File: src/rtl/cargador_prog.sv
// cargador_prog: program loader. It receives a byte stream in this order:
// a 16-bit big-endian word count N, then N 16-bit words (each sent high byte
// first), then one XOR checksum byte. It writes the words to program memory
// and holds the processor in reset until a load completes without error.
//
// FSM states
//   state  | meaning
//   IDLE   | no session; waiting for start; cpu_reset reflects the last outcome
//   LEN_HI | waiting for the high byte of the word count
//   LEN_LO | waiting for the low byte of the word count; the count is checked here
//   W_HI   | waiting for the high byte of the current word
//   W_LO   | waiting for the low byte; the word is written in the following cycle
//   CHK    | waiting for the checksum byte
//
// Ports
//   clk, reset         : clock, synchronous active-high reset
//   start              : request a load session (sampled only in IDLE)
//   byte_in/byte_valid : stream input; byte_ready is its handshake
//   mem_we/addr/wd     : program memory write port
//   cpu_reset          : processor reset hold
//   busy/done/error    : session status (done is a pulse, error is sticky)
module cargador_prog #(
  parameter int ADDR_W  = 10,
  parameter int TIMEOUT = 1000
) (
  input  logic              clk,
  input  logic              reset,
  input  logic              start,
  input  logic [7:0]        byte_in,
  input  logic              byte_valid,
  output logic              byte_ready,
  output logic              mem_we,
  output logic [ADDR_W-1:0] mem_addr,
  output logic [15:0]       mem_wd,
  output logic              cpu_reset,
  output logic              busy,
  output logic              done,
  output logic              error
);

  localparam int          IDLE_W    = $clog2(TIMEOUT + 1);
  localparam int unsigned MAX_WORDS = 2 ** ADDR_W;

  typedef enum logic [2:0] {
    S_IDLE,
    S_LEN_HI,
    S_LEN_LO,
    S_W_HI,
    S_W_LO,
    S_CHK
  } state_t;

  state_t            state, state_nxt;
  logic [7:0]        len_hi;
  logic [15:0]       len;
  logic [7:0]        hi_byte;
  logic [7:0]        acc;
  logic [16:0]       word_cnt;
  logic [IDLE_W-1:0] idle_cnt;
  logic              mem_we_q;

  logic              xfer;
  logic              sess_start;
  logic              wr_word;
  logic              sess_ok;
  logic              sess_fail;
  logic              len_bad;
  logic              last_word;
  logic              timeout;
  logic [15:0]       n_rx;

  assign busy       = (state != S_IDLE);
  assign byte_ready = busy;
  assign xfer       = byte_valid && byte_ready;

  assign n_rx      = {len_hi, byte_in};
  assign len_bad   = (n_rx == 16'd0) || (32'(n_rx) > MAX_WORDS);
  assign last_word = ((word_cnt + 17'd1) == {1'b0, len});
  assign timeout   = busy && !xfer && (idle_cnt == IDLE_W'(TIMEOUT - 1));

  // A reset arriving while a write is already registered must not let that
  // write reach the memory, so the strobe is masked by reset directly.
  assign mem_we = mem_we_q && !reset;

  always_ff @(posedge clk) begin
    if (reset) state <= S_IDLE;
    else       state <= state_nxt;
  end

  always_comb begin
    state_nxt  = state;
    sess_start = 1'b0;
    wr_word    = 1'b0;
    sess_ok    = 1'b0;
    sess_fail  = 1'b0;
    case (state)
      S_IDLE: begin
        if (start) begin
          state_nxt  = S_LEN_HI;
          sess_start = 1'b1;
        end
      end
      S_LEN_HI: if (xfer) state_nxt = S_LEN_LO;
      S_LEN_LO: begin
        if (xfer) begin
          if (len_bad) begin
            state_nxt = S_IDLE;
            sess_fail = 1'b1;
          end else begin
            state_nxt = S_W_HI;
          end
        end
      end
      S_W_HI: if (xfer) state_nxt = S_W_LO;
      S_W_LO: begin
        if (xfer) begin
          wr_word   = 1'b1;
          state_nxt = last_word ? S_CHK : S_W_HI;
        end
      end
      S_CHK: begin
        if (xfer) begin
          state_nxt = S_IDLE;
          if (byte_in == acc) sess_ok   = 1'b1;
          else                sess_fail = 1'b1;
        end
      end
      default: state_nxt = S_IDLE;
    endcase
    // Timeout only fires in cycles without a transfer, so it never collides
    // with the transfer decisions above.
    if (timeout) begin
      state_nxt = S_IDLE;
      sess_fail = 1'b1;
    end
  end

  always_ff @(posedge clk) begin
    if (reset) begin
      len_hi    <= '0;
      len       <= '0;
      hi_byte   <= '0;
      acc       <= '0;
      word_cnt  <= '0;
      idle_cnt  <= '0;
      mem_we_q  <= 1'b0;
      mem_addr  <= '0;
      mem_wd    <= '0;
      done      <= 1'b0;
      error     <= 1'b0;
      cpu_reset <= 1'b1;
    end else begin
      mem_we_q <= wr_word;
      done     <= sess_ok;

      if (sess_start || xfer || timeout) idle_cnt <= '0;
      else if (busy)                     idle_cnt <= idle_cnt + 1'b1;

      if (xfer && state == S_LEN_HI) len_hi <= byte_in;
      if (xfer && state == S_LEN_LO) len    <= n_rx;
      if (xfer && state == S_W_HI)   hi_byte <= byte_in;
      if (xfer && (state == S_W_HI || state == S_W_LO)) acc <= acc ^ byte_in;

      if (wr_word) begin
        mem_addr <= word_cnt[ADDR_W-1:0];
        mem_wd   <= {hi_byte, byte_in};
        word_cnt <= word_cnt + 17'd1;
      end

      if (sess_start) begin
        error     <= 1'b0;
        cpu_reset <= 1'b1;
        word_cnt  <= '0;
        acc       <= '0;
      end
      if (sess_fail) error     <= 1'b1;
      if (sess_ok)   cpu_reset <= 1'b0;
    end
  end

endmodule

File: config.mk
export PLATFORM = sky130hd
export DESIGN_NAME = cargador_prog
export DESIGN_NICKNAME = d
export VERILOG_FILES = /design/src/rtl/cargador_prog.sv
export SDC_FILE = /design/constraint.sdc
export NUM_CORES = 1
export LEC_CHECK = 0
export BUFFER_PORTS_ARGS = -buffer_cell sky130_fd_sc_hd__buf_2
export CORE_AREA = 2 2 139 141
export CTS_BUF_LIST = sky130_fd_sc_hd__clkbuf_4 sky130_fd_sc_hd__clkbuf_8
export DETAILED_ROUTE_END_ITERATION = 6
export DIE_AREA = 0 0 141 143
export GPL_ROUTABILITY_DRIVEN = 0
export MAX_ROUTING_LAYER = met4
export REMOVE_ABC_BUFFERS = 1
export SLEW_MARGIN = 20
export SYNTH_ARGS = -nofsm -noshare
export SYNTH_HDL_FRONTEND = slang
export SYNTH_SLANG_ARGS = --single-unit
export TNS_END_PERCENT = 10
File: constraint.sdc
create_clock -name clk -period 2.4 [get_ports clk]
set_clock_uncertainty 0.2 [all_clocks]
set_input_delay 0.48 -clock clk [delete_from_list [all_inputs] [get_ports clk]]
set_output_delay 0.48 -clock clk [all_outputs]
set_load 0.02 [all_outputs]
== Yosys cells after proc, flatten, opt, wreduce, memory -nomap -nowiden ==
Cells that the tools add are included.
Storage, ports and cells
  output and inout port bits: 32
  register bits after elaboration: 100
  bits of input ports: 12
  word-level logic and storage cells: 80
Cells by class
  equal/unequal tests: 14
  multiplexer cells: 26
  bitwise operators: 1
  $add $sub $neg: 2
  reductions and logical operators: 23
  order comparisons: 1
Operator list (count)
  two-way mux 3 bit: 7
  one-hot mux 3 bit (6 select lines): 1
  adder 17 x 1 -> 17 bit (second input constant): 1
  == test 17 x 16 -> 1 bit: 1
  greater-than comparator 16 x 11 -> 1 bit (second input constant): 1
  logical NOT 16 bit: 1
  two-way mux 1 bit: 16
  inequality test 2 bit (second input constant): 6
  adder 10 x 1 -> 10 bit (second input constant): 1
  == test 10 bit (second input constant): 1
  == test 8 bit: 1
  logical AND 1 bit: 8
  bitwise XOR 8 bit: 1
  == test 3 x 2 -> 1 bit (second input constant): 2
  == test 3 bit (second input constant): 2
  AND reduction 6 bit: 1
  OR reduction 2 bit: 3
  logical OR 1 bit: 4
  nonzero test 2 bit: 2
  == test 3 x 1 -> 1 bit (second input constant): 1
  logical NOT 3 bit: 1
  nonzero test 3 bit: 1
  logical NOT 1 bit: 2
  two-way mux 2 bit: 1
  one-hot mux 1 bit (2 select lines): 1

== Depth between registers and ports, before layout ==
Gate-level depths: netlist of the first run.
  depth after elaboration: 7
  mapped depth: 8
  mapped depth without buffers: 7

== Least setup slack after synthesis of the first run ==
OpenSTA, ideal clock, no wires.
  path type: flip-flop to flip-flop
  from: register word_cnt[1]
  to: register state[2]
  path buffers: 1
  setup slack: 62 ps
  arrival time: 2064 ps
  clock period less this slack: 2338 ps
  required time: 2126 ps
  stages on the path, launching flop included: 9
  library setup time: 74 ps
  cell sequence: dfxtp_1 ha_1 clkbuf_8 nand4b_1 or4_1 o21a_1 a2111oi_2 nand4_1 a31oi_1
On the way
  word-level cells in the longest chain between the ends: 5
Ends and longest elaborated chain
  from (decl): RTL line 58  | logic [16:0] word_cnt;
  from (signal assigned): RTL line 167  | word_cnt <= word_cnt + 17'd1;
  adder 17 x 1 -> 17 bit: RTL line 78  | assign last_word = ((word_cnt + 17'd1) == {1'b0, len});
  == test 17 x 16 -> 1 bit: RTL line 78
  two-way mux 3 bit: RTL line 118  | state_nxt = last_word ? S_CHK : S_W_HI;
  two-way mux 3 bit: RTL line 116  | if (xfer) begin
  one-hot mux 3 bit (6 select lines): RTL line 96  | case (state)
  to (signal assigned): RTL line 87  | else state <= state_nxt;
  to (decl): RTL line 53  | state_t state, state_nxt;
Every way passes these cells. The select of a mux whose other input is x is not followed.
A chain may end at the register's enable or synchronous reset.

== Worst setup path after layout of the first run ==
  from: register word_cnt[9]
  to: register state[1]
The elaborated chain is that of the path after synthesis.

==> results summary, run 1 <==
The run finished with clean final reports. After floorplanning, the core was divided into 50 placement rows. In this run the cell area of the synthesized design comes to 0.004798 mm². The starting density of the core is 25.82%. The number of vias after detailed routing came out at 4073. The TritonCTS buffer count came out at 9. Of all nets on the critical path, the largest fanout is 8.

The measured slew at the worst slew-check pin is 0.5097 ns. The arrival time at the worst endpoint came out at 2.40 ns. In the post-synthesis netlist, the biggest area contributors are dfxtp_1, nand2_1, a21oi_1. After filler insertion, the fill cell instance count of the layout stands at 2008. The total die area came out at 0.02016 mm².

The clock tree synthesis step divided the H-tree into 3 levels. The number of max-slew violations in the final report came to 0. The type of destination of the critical path is a flop. The fraction of synthesized cell area taken by the top area cell type came out at 41.72%. The first detailed-routing pass ran for 5 iterations.

The overall overflow remaining after global route is 0. The half-perimeter wire length after placement is 8320 µm. Port buffering added 43 buffers. The violation count after the first detailed-routing iteration is 303.

Synthesis inferred 100 register bits. The max capacitance violation total came out at 0. By count the netlist is led by nand2_1, dfxtp_1, a21oi_1.

The detailed-route DRC error count is 0. The residual antenna-violating net count after detailed routing is 0. The maximum ir drop on the vdd rail came out at 0.0003110 V. Of the synthesized area, sequential elements account for 41.72%. The headroom to the max-slew limit came out at 65.81%. The largest net degree at the start of global routing came out at 61. The post-detailed-route via-to-cell ratio came out at 4.576. For this design, the sink count on the clock tree is 100. The data required time of the worst path is 2.48 ns. The fraction of layout cells with a size suffix above 1 is 18.29%. The worst path needs 2.314 ns of the cycle, external delays included.

The cell count after synthesis came out at 597. The routed length per placed instance came out at 13.08 µm. The leakage power is 2.000 nW. Adding up every negative setup slack in the final design gives 0 ns. The number of library cell types mapped by synthesis came out at 57. The total of endpoints with negative setup slack in the final report came out at 0. For this design the ratio of total power to cell area is 551.3 mW/mm². The Yosys step of the flow raised 0 warnings. Clock tree synthesis selected as its root buffer the cell clkbuf_8. The cell with the most instances after synthesis is nand2_1. The clock transition at the registers of the reported paths is 0.09 ns. Timing would allow up to 432.1 MHz. For this run, the leading register cell type out of synthesis is dfxtp_1. The chip height came out at 143 µm. The setup fix buffers added after clock tree synthesis came out at 0. The number of primary I/O pins came out at 44. The worst setup path is of the reg -> reg kind. The area of the multi-input gates came out at 0.002494 mm². The mean post-synth cell area is 8.037 µm². On the final layout, the worst hold slack is 0.2117 ns. Global routing used 12.34% of the available tracks across all layers. The number of antenna violations at the first check in global routing came to 0.

The kind of start point of the critical path is a flop. The sequential cells in the finished layout cover a total of 0.002003 mm². The post-detailed-routing wire length is 11640 µm. Of all cell types, the one taking the most synthesized area is dfxtp_1. The synthesis-to-finish area growth came out at 15.98%. The core region is 0.01858 mm². The via count of the first global-routing pass came out at 3825. After synthesis, the share of flip-flops with an asynchronous set or reset is 0%. The number of endpoints with negative hold slack in the final report came out at 0. The width of the die is 141 µm. After the flow finishes, the layout carries non-filler instances totaling 890. 0 antenna diodes ended up in the layout.

After the last flow step, the layout net total stands at 665. The final cycle utilization of the critical path is 96.43%. Setup repair after global routing left no endpoint under its margin. The first-pass GRT wire length came out at 19480 µm. The utilization of the core after routing is 29.95%.

The post-placement cell count came out at 874. The CTS tree is yes. The class of the worst hold path is in -> reg. The clock latency of the later-clocked register in the worst-skew pair is 0.39 ns. The synthesized design contains 0 enable-type register cells. No sink is reached through more buffers than the 2 on the longest clock path.
==> critical path, cell delays in order, from the launching register on <==
cell	delay (ns)
dfxtp_1	0.55
and3_1	0.25
nand4_1	0.14
mux2_2	0.32
a2111oi_4	0.36
nand4_1	0.20
a21o_1	0.21
==> kinds of logic (layout without fill, tap and decap cells) <==
kind of cell	count (synthesis)	after routing	share of synthesized area (%)
AND/OR/NAND/NOR	286	286	27.30
AO/OA/AOI/OAI	100	100	12.52
flip-flops	100	100	41.72
XOR/XNOR	53	53	9.674
buffers and inverters	49	108	6.753
multiplexers	7	7	1.512
adder cells (fa/ha/maj)	2	2	0.5214
==> through the flow <==
step           power (mW)  instance area, µm²  setup slack [ns]
5_1_grt             3.187                5565         0.0005154
3_5_place_dp        1.986                5359          -0.03607
3_3_place_gp        1.985                5359          -0.04742
6_report            3.068                5565           0.08570
2_1_floorplan       1.854                4493            -1.836
4_1_cts             3.108                5558           0.06071
==> layout by cell type (no fill, tap or decap), drive strengths merged, types with 3 or more instances in the layout <==
cell and count:
nand4 12, and3 9, xnor2 28, nor2 50
o211ai 6, xor2 25, a211oi 3, or2 3
clkbuf 11, nand2 151, a21oi 67, and4 4
nand3 16, dfxtp 100, or4 4, and2 5
nand2b 6, mux2i 5, buf 87, nor3 8
o21ai 8, nor4 4, nor2b 5, inv 6
==> path summary, 6_finish.rpt <==
path | from | slack, ns | to | cells past startpoint
max | word_cnt[9] | 0.09 | state[1] | 6
min | reset | 0.21 | done | 2
max reg2reg | word_cnt[9] | 0.09 | state[1] | 6
min reg2reg | mem_addr[0] | 0.25 | mem_addr[0] | 2
==> layout make-up <==
class | count | area share, %
well taps | 234 | 5.261
clock inverters | 5 | 1.079
inverters | 5 | 0.3372
multi-input cells | 448 | 44.81
flip-flops and latches | 100 | 35.99
repair buffers | 87 | 10.03
clock buffers | 11 | 2.495
==> sequential cells by signal, indices dropped and copies added, names as in the netlist <==
signal and flops:
acc 8, state 3, mem_wd 16, done 1
len 16, cpu_reset 1, word_cnt 17, idle_cnt 10
error 1, mem_addr 10, mem_we_q 1, hi_byte 8
len_hi 8
==> where the power goes <==
part	internal [mW]	switching [mW]	leakage (nW)
combinational	0.0938	0.155	1.09
clock	0.510	0.613	0.101
sequential	1.68	0.0184	0.807
total	2.28	0.786	2.00
==> per-layer routing <==
metal / GRT usage [%] / vias to the layer above / wire (µm)
li1: - / 2095 / -
met1: 17.02 / 1894 / 5873
met2: 18.49 / 72 / 5181
met3: 2.482 / 12 / 474
met4: 3.263 / 0 / 114
met5: - / - / 0
==> timing repair <==
action | in CTS | in global routing
hold buffers | 0 | 0
setup endpoints to repair | 0 | 1
gates resized for setup | 0 | 2
(Power assumes the default switching activity.)
==> run 2, diff against run 1 <==
--- a/config.mk
+++ b/config.mk
@@ -8,11 +8,14 @@
 export BUFFER_PORTS_ARGS = -buffer_cell sky130_fd_sc_hd__buf_2
 export CORE_AREA = 2 2 139 141
 export CTS_BUF_LIST = sky130_fd_sc_hd__clkbuf_4 sky130_fd_sc_hd__clkbuf_8
+export CTS_CLUSTER_SIZE = 12
 export DETAILED_ROUTE_END_ITERATION = 6
 export DIE_AREA = 0 0 141 143
 export GPL_ROUTABILITY_DRIVEN = 0
+export HOLD_SLACK_MARGIN = 0.12
 export MAX_ROUTING_LAYER = met4
 export REMOVE_ABC_BUFFERS = 1
+export SETUP_SLACK_MARGIN = 0.2
 export SLEW_MARGIN = 20
 export SYNTH_ARGS = -nofsm -noshare
 export SYNTH_HDL_FRONTEND = slang
==> results summary, run 2 (synthesis results as in run 1) <==
The overall overflow remaining after global route is 0 (unchanged). The maximum ir drop on the vdd rail came out at 0.0003103 V (was 0.0003110 V). The class of the worst hold path was in -> reg (unchanged). The number of endpoints with negative hold slack in the final report is 0 (unchanged).

The area of all placed cells without fillers came out at 0.005643 mm² (was 0.005565 mm²). The synthesis-to-finish area growth came out at 17.60% (was 15.98%). The total inserted antenna cells came to 0 (unchanged). The headroom to the max-slew limit came out at 65.84% (was 65.81%). The utilization of the core after routing came out at 30.37% (was 29.95%). The ratio of total power to cell area is 544.4 mW/mm² (was 551.3 mW/mm²). The number of flip-flops under the largest register name is 17 (unchanged). The number of clock sinks seen by CTS was 100 (unchanged). The half-perimeter wire length after placement came to 8320 µm (unchanged). The maximum level of the CTS H-tree came to 3 (unchanged). Top Registers: word_cnt x17, len x16, mem_wd x16 (unchanged). The first-pass GRT wire length is 19550 µm (was 19480 µm).

The kind of start point of the critical path is a flop (unchanged). The count of cells along the worst hold path is 2 (unchanged). The filler-free cell count of the finished design was 893 (was 890). The maximum clock path buffer count came out at 2 (unchanged). The area taken by flip-flops and latches came to 0.002018 mm² (was 0.002003 mm²). The final-layout worst hold slack came out at 0.2128 ns (was 0.2117 ns).

The via count of the first global-routing pass is 3848 (was 3825). The clock transition at the registers of the reported paths is 0.10 ns (was 0.09 ns). The number of cell instances on the worst register-to-register path is 6 (unchanged). The number of buffers inserted for hold repair after clock tree synthesis came out at 0 (unchanged). The post-placement cell count came out at 874 (unchanged).

The worst-case hold path end point was done (unchanged). The maximum fanout along the worst path is 2 (was 8). The starting density of the core is 25.82% (unchanged). The standard cell core area came out at 0.01858 mm² (unchanged). The startpoint of the lowest-slack register-to-register path is len[15] (was word_cnt[9]). The TritonCTS buffer count is 9 (unchanged).

The count of input and output buffers came out at 43 (unchanged). The critical hold path startpoint is reset (unchanged). The most common cell after layout, fill and taps aside was nand2_1 (unchanged). The routed length per placed instance is 13.15 µm (was 13.08 µm).

The worst-case setup slack after placement came out at -0.03607 ns (unchanged). The measured slew at the worst slew-check pin came to 0.5094 ns (was 0.5097 ns). The post-detailed-routing wire length is 11750 µm (was 11640 µm). The violation count after the first detailed-routing iteration came out at 295 (was 303).

The width of the die is 141 µm (unchanged). The final cycle utilization of the critical path came to 92.93% (was 96.43%). The fraction of layout cells with a size suffix above 1 came out at 20.79% (was 18.29%). The root buffer cell is clkbuf_8 (unchanged). The area of the multi-input gates came out at 0.002526 mm² (was 0.002494 mm²).

The number of vias after detailed routing was 4123 (was 4073). The post-detailed-route via-to-cell ratio came out at 4.617 (was 4.576). The number of primary I/O pins came out at 44 (unchanged). The highest achievable clock rate came out at 448.4 MHz (was 432.1 MHz). The slack of the worst reg-to-reg path came to 0.17 ns (was 0.09 ns).

The largest net degree at the start of global routing came out at 61 (unchanged). The final worst-path setup slack was 0.1696 ns (was 0.08570 ns). The global-route usage over all layers is 12.39% (was 12.34%). The row count is 50 (unchanged). The number of detailed-routing iterations run before antenna repair came out at 6 (was 5).

The data required time of the worst path came out at 2.49 ns (was 2.48 ns). The total of endpoints with negative setup slack in the final report came to 0 (unchanged). The chip height is 143 µm (unchanged). The shortest clock period the worst path allows after layout is 2.230 ns (was 2.314 ns). The number of inserted filler cells in the final layout came to 1994 (was 2008). The type of destination of the critical path is a flop (unchanged). The register name with the most flops is word_cnt (unchanged). Outcome: finished clean (unchanged). The total die area came to 0.02016 mm² (unchanged). The max capacitance violation total came to 0 (unchanged).

The destination of the worst register-to-register timing path is state[1] (unchanged). The number of antenna violations at the first check in global routing came to 0 (unchanged). The critical path start-end classification is reg -> reg (unchanged). The leakage power was 2.030 nW (was 2.000 nW).

The arrival time at the worst endpoint is 2.32 ns (was 2.40 ns). Most used cells in the layout excluding fill and tap cells: nand2_1, dfxtp_1, a21oi_1, nor2_1, buf_4 (was nand2_1, dfxtp_1, a21oi_1, nor2_1). The startpoint of the most critical setup path is len[15] (was word_cnt[9]). The residual antenna-violating net count after detailed routing came out at 0 (unchanged). The CTS tree is yes (unchanged).

The number of max-slew violations in the final report is 0 (unchanged). The detailed-route DRC error count came out at 0 (unchanged). RSZ-0062 raised after global routing: true (was false). The clock latency of the later-clocked register in the worst-skew pair came out at 0.38 ns (was 0.39 ns). The standard cell area after detailed placement is 0.005359 mm² (unchanged). The number of nets in the finished design was 668 (was 665).
[run 2: how the worst max path moves through the flow]
stage	to	slack, ns	cells after the start
2_1_floorplan	word_cnt[14]	-1.84	6
4_1_cts	state[1]	0.19	6
3_5_place_dp	state[1]	-0.04	7
3_3_place_gp	state[1]	-0.05	7
6_report	state[1]	0.17	6
5_1_grt	state[1]	0.11	6
[run 2: critical path, cell delays in order, from the launching register on]
cell,delay (ns)
dfxtp_1,0.35
xnor2_2,0.19
mux2_2,0.36
mux2_4,0.28
a2111oi_4,0.36
nand4_1,0.19
a21o_1,0.21
[run 2: what timing repair did]
item,4_1_cts,5_1_grt
setup buffers,2,1
gates cloned,0,0
pin swaps,6,4
endpoints found under the hold margin,0,0
gates resized for setup,17,5
endpoints found under the setup margin,2,15
[run 2: layout make-up]
type | count | share of cell area, %
Multi-Input combinational cell | 448 | 44.77
Tap cell | 234 | 5.188
Timing Repair Buffer | 90 | 10.42
Clock inverter | 5 | 1.064
Clock buffer | 11 | 2.461
Sequential cell | 100 | 35.77
Inverter | 5 | 0.3326
[run 2: report_power, final]
group          internal, mW  switching, mW
Sequential             1.68         0.0185
Clock                 0.510          0.616
Combinational        0.0945          0.156
Total                  2.28          0.790
[run 2: per-layer routing]
metal	routed length, µm	vias up	share of wire, %	global-route usage, %
met5	0	-	0	-
met4	114	0	0.97	3.316
met3	491	12	4.2	2.482
met2	5250	84	45	18.54
met1	5890	1922	50	17.08
li1	-	2105	-	-
[run 2: through the flow]
stage	power, mW	TNS (ns)
4_1_cts	3.108	0
2_1_floorplan	1.854	-47.57
6_report	3.072	0
3_5_place_dp	1.986	-0.03607
3_3_place_gp	1.985	-0.04742
5_1_grt	3.190	0
==> run 3, diff against run 2 <==
--- a/config.mk
+++ b/config.mk
@@ -5,7 +5,7 @@
 export SDC_FILE = /design/constraint.sdc
 export NUM_CORES = 1
 export LEC_CHECK = 0
-export BUFFER_PORTS_ARGS = -buffer_cell sky130_fd_sc_hd__buf_2
+export BUFFER_PORTS_ARGS = -buffer_cell sky130_fd_sc_hd__buf_4
 export CORE_AREA = 2 2 139 141
 export CTS_BUF_LIST = sky130_fd_sc_hd__clkbuf_4 sky130_fd_sc_hd__clkbuf_8
 export CTS_CLUSTER_SIZE = 12
==> results summary, run 3 (synthesis results as in run 1) <==
The number of clock sinks seen by CTS is 100 (unchanged). The critical path start-end classification was reg -> reg (unchanged). The worst-case setup slack after placement is -0.02558 ns (was -0.03607 ns). The combinational cell fraction of total power came to 8.2% (was 8.1%). The overall power of the completed layout is 3.020 mW (was 3.072 mW). The net load switching power is 0.8118 mW (was 0.7902 mW). The type of destination of the critical path is a flop (unchanged). The area of all placed cells without fillers was 0.005708 mm² (was 0.005643 mm²). The chip height is 143 µm (unchanged). The maximum ir drop on the vdd rail is 0.0002802 V (was 0.0003103 V). The standard cell core area is 0.01858 mm² (unchanged). The shortest clock period the worst path allows after layout came out at 2.222 ns (was 2.230 ns). Most used cells in the layout excluding fill and tap cells: nand2_1, dfxtp_1, buf_4, a21oi_1, nor2_1 (was nand2_1, dfxtp_1, a21oi_1, nor2_1, buf_4). The arrival time at the worst endpoint came out at 2.31 ns (was 2.32 ns). The synthesis-to-finish area growth was 18.96% (was 17.60%).

The number of antenna violations at the first check in global routing came to 1 (was 0). The number of vias after detailed routing is 4090 (was 4123). The utilization of the core after routing came out at 30.72% (was 30.37%). The routed length per placed instance is 13.00 µm (was 13.15 µm). Crit-path cells: xnor2_2 -> mux2_2 -> mux2_2 -> a2111oi_4 -> nand4_1 -> a21o_1 (was xnor2_2 -> mux2_2 -> mux2_4 -> a2111oi_4 -> nand4_1 -> a21o_1).

The clock transition at the registers of the reported paths is 0.10 ns (about the same). The top routing layer in use is met4 (unchanged). The critical path's largest stage delay came to 0.36 ns (about the same).

The first-pass GRT wire length is 19310 µm (was 19550 µm). The number of buffers and inverters on the critical path came out at 0 (unchanged). The length of routed met3 wiring came out at 501 µm (was 491 µm). The overall overflow remaining after global route is 0 (unchanged). The number of endpoints with negative hold slack in the final report was 0 (unchanged).

The cell with the largest stage delay on the worst path is mux2_2 (unchanged). The total routed wire length on the met1 layer came out at 5671 µm (was 5890 µm). The half-perimeter wire length after placement came out at 8450 µm (was 8320 µm). The maximum clock path buffer count came out at 2 (unchanged). The standard cell area after detailed placement is 0.005461 mm² (was 0.005359 mm²).

The number of nets in the finished design came out at 668 (unchanged). The detailed-route DRC error count is 0 (unchanged). The final worst-path setup slack came out at 0.1776 ns (was 0.1696 ns). The post-detailed-route via-to-cell ratio came to 4.575 (was 4.617). The violation count after the first detailed-routing iteration is 266 (was 295). The total internal power came out at 2.208 mW (was 2.282 mW). The fraction of layout cells with a size suffix above 1 came to 20.49% (was 20.79%). The kind of start point of the critical path is a flop (unchanged).

The data required time of the worst path came out at 2.49 ns (about the same). The clock latency of the later-clocked register in the worst-skew pair is 0.38 ns (about the same). The register name with the most flops is word_cnt (unchanged). The global-route usage over all layers is 12.32% (was 12.39%). The count of input and output buffers is 43 (unchanged). The final cycle utilization of the critical path came out at 92.60% (was 92.93%). The largest net degree at the start of global routing is 37 (was 61). The family of cells with the greatest summed delay on the critical path was multiplexers (unchanged). The most common cell after layout, fill and taps aside is nand2_1 (unchanged). The most frequent cell on the critical path is mux2_2. The total of endpoints with negative setup slack in the final report came to 0 (unchanged).

The total negative slack for setup checks came out at 0 ns (unchanged). The highest achievable clock rate came out at 450.0 MHz (was 448.4 MHz). The root buffer cell is clkbuf_8 (unchanged).

The number of max-slew violations in the final report came out at 0 (unchanged). The via count of the first global-routing pass is 3899 (was 3848). The TritonCTS buffer count came out at 9 (unchanged). The total die area came out at 0.02016 mm² (unchanged). The row count came out at 50 (unchanged). The number of primary I/O pins is 44 (unchanged). The max capacitance violation total came to 0 (unchanged).

The sum of met2 wire segment lengths after detailed routing came to 5323 µm (was 5250 µm). The measured slew at the worst slew-check pin came out at 0.4698 ns (was 0.5094 ns). The sequential cell fraction of total power is 56.3% (was 55.2%).

The switching share of total power is 26.88% (was 25.72%). The width of the die is 141 µm (unchanged). The CTS tree is yes (unchanged). Outcome: finished clean (unchanged). The number of detailed-routing iterations run before antenna repair came out at 4 (was 6). Top Registers: word_cnt x17, len x16, mem_wd x16 (unchanged). The maximum fanout along the worst path is 2 (unchanged). The number of flip-flops under the largest register name came out at 17 (unchanged). The power share of the clock group is 35.4% (was 36.7%).

The post-detailed-routing wire length came out at 11620 µm (was 11750 µm). The headroom to the max-slew limit came out at 68.49% (was 65.84%). The ratio of total power to cell area is 529.0 mW/mm² (was 544.4 mW/mm²).

RSZ-0062 raised after global routing: true (unchanged). The residual antenna-violating net count after detailed routing is 0 (unchanged). The class of the worst hold path is in -> reg (unchanged). The maximum level of the CTS H-tree came out at 3 (unchanged). The starting density of the core was 25.82% (unchanged). The leakage power came out at 2.016 nW (was 2.030 nW).
[run 3: cell type report]
type	count	area, µm²
Clock buffer	11	145.1
Antenna cell	1	2.502
Fill cell	1983	12870
Multi-Input combinational cell	448	2515
Inverter	5	18.77
Tap cell	234	292.8
Timing Repair Buffer	90	675.6
Sequential cell	100	2014
Clock inverter	5	43.79
[run 3: worst paths after layout]
check	startpoint	end	slack, ns	cells after the start
worst min-delay path	reset	done	0.13	2
worst max-delay path	len[15]	state[1]	0.18	6
worst min register to register	hi_byte[3]	mem_wd[11]	0.26	2
worst max register to register	len[15]	state[1]	0.18	6
[run 3: timing repair]
action / in CTS / in global routing
gates resized for setup: 12 / 3
buffers inserted: 2 / 0
setup endpoints to repair: 4 / 4
pin swaps: 6 / 6
hold buffers: 0 / 0
[run 3: layer usage]
layer / GRT usage [%] / vias up
met5: - / -
met4: 3.158 / 0
met3: 2.985 / 11
met2: 19.28 / 64
met1: 16.05 / 1901
li1: - / 2114
[run 3: per-stage QoR]
stage                     hold WS (ns)  cells
after floorplan                 0.2260    553
after global placement          0.2422    875
after detailed placement        0.2461    875
after CTS                       0.1211    893
after global routing            0.1341    894
final                           0.1350    894
[run 3: power by group through the flow]
stage	Sequential, mW	Clock (mW)	Combinational [mW]
after CTS	1.70	1.11	0.251
after detailed placement	1.74	0	0.250
after global placement	1.74	0	0.249
final	1.70	1.07	0.248
after floorplan	1.74	0	0.117
after global routing	1.71	1.16	0.276
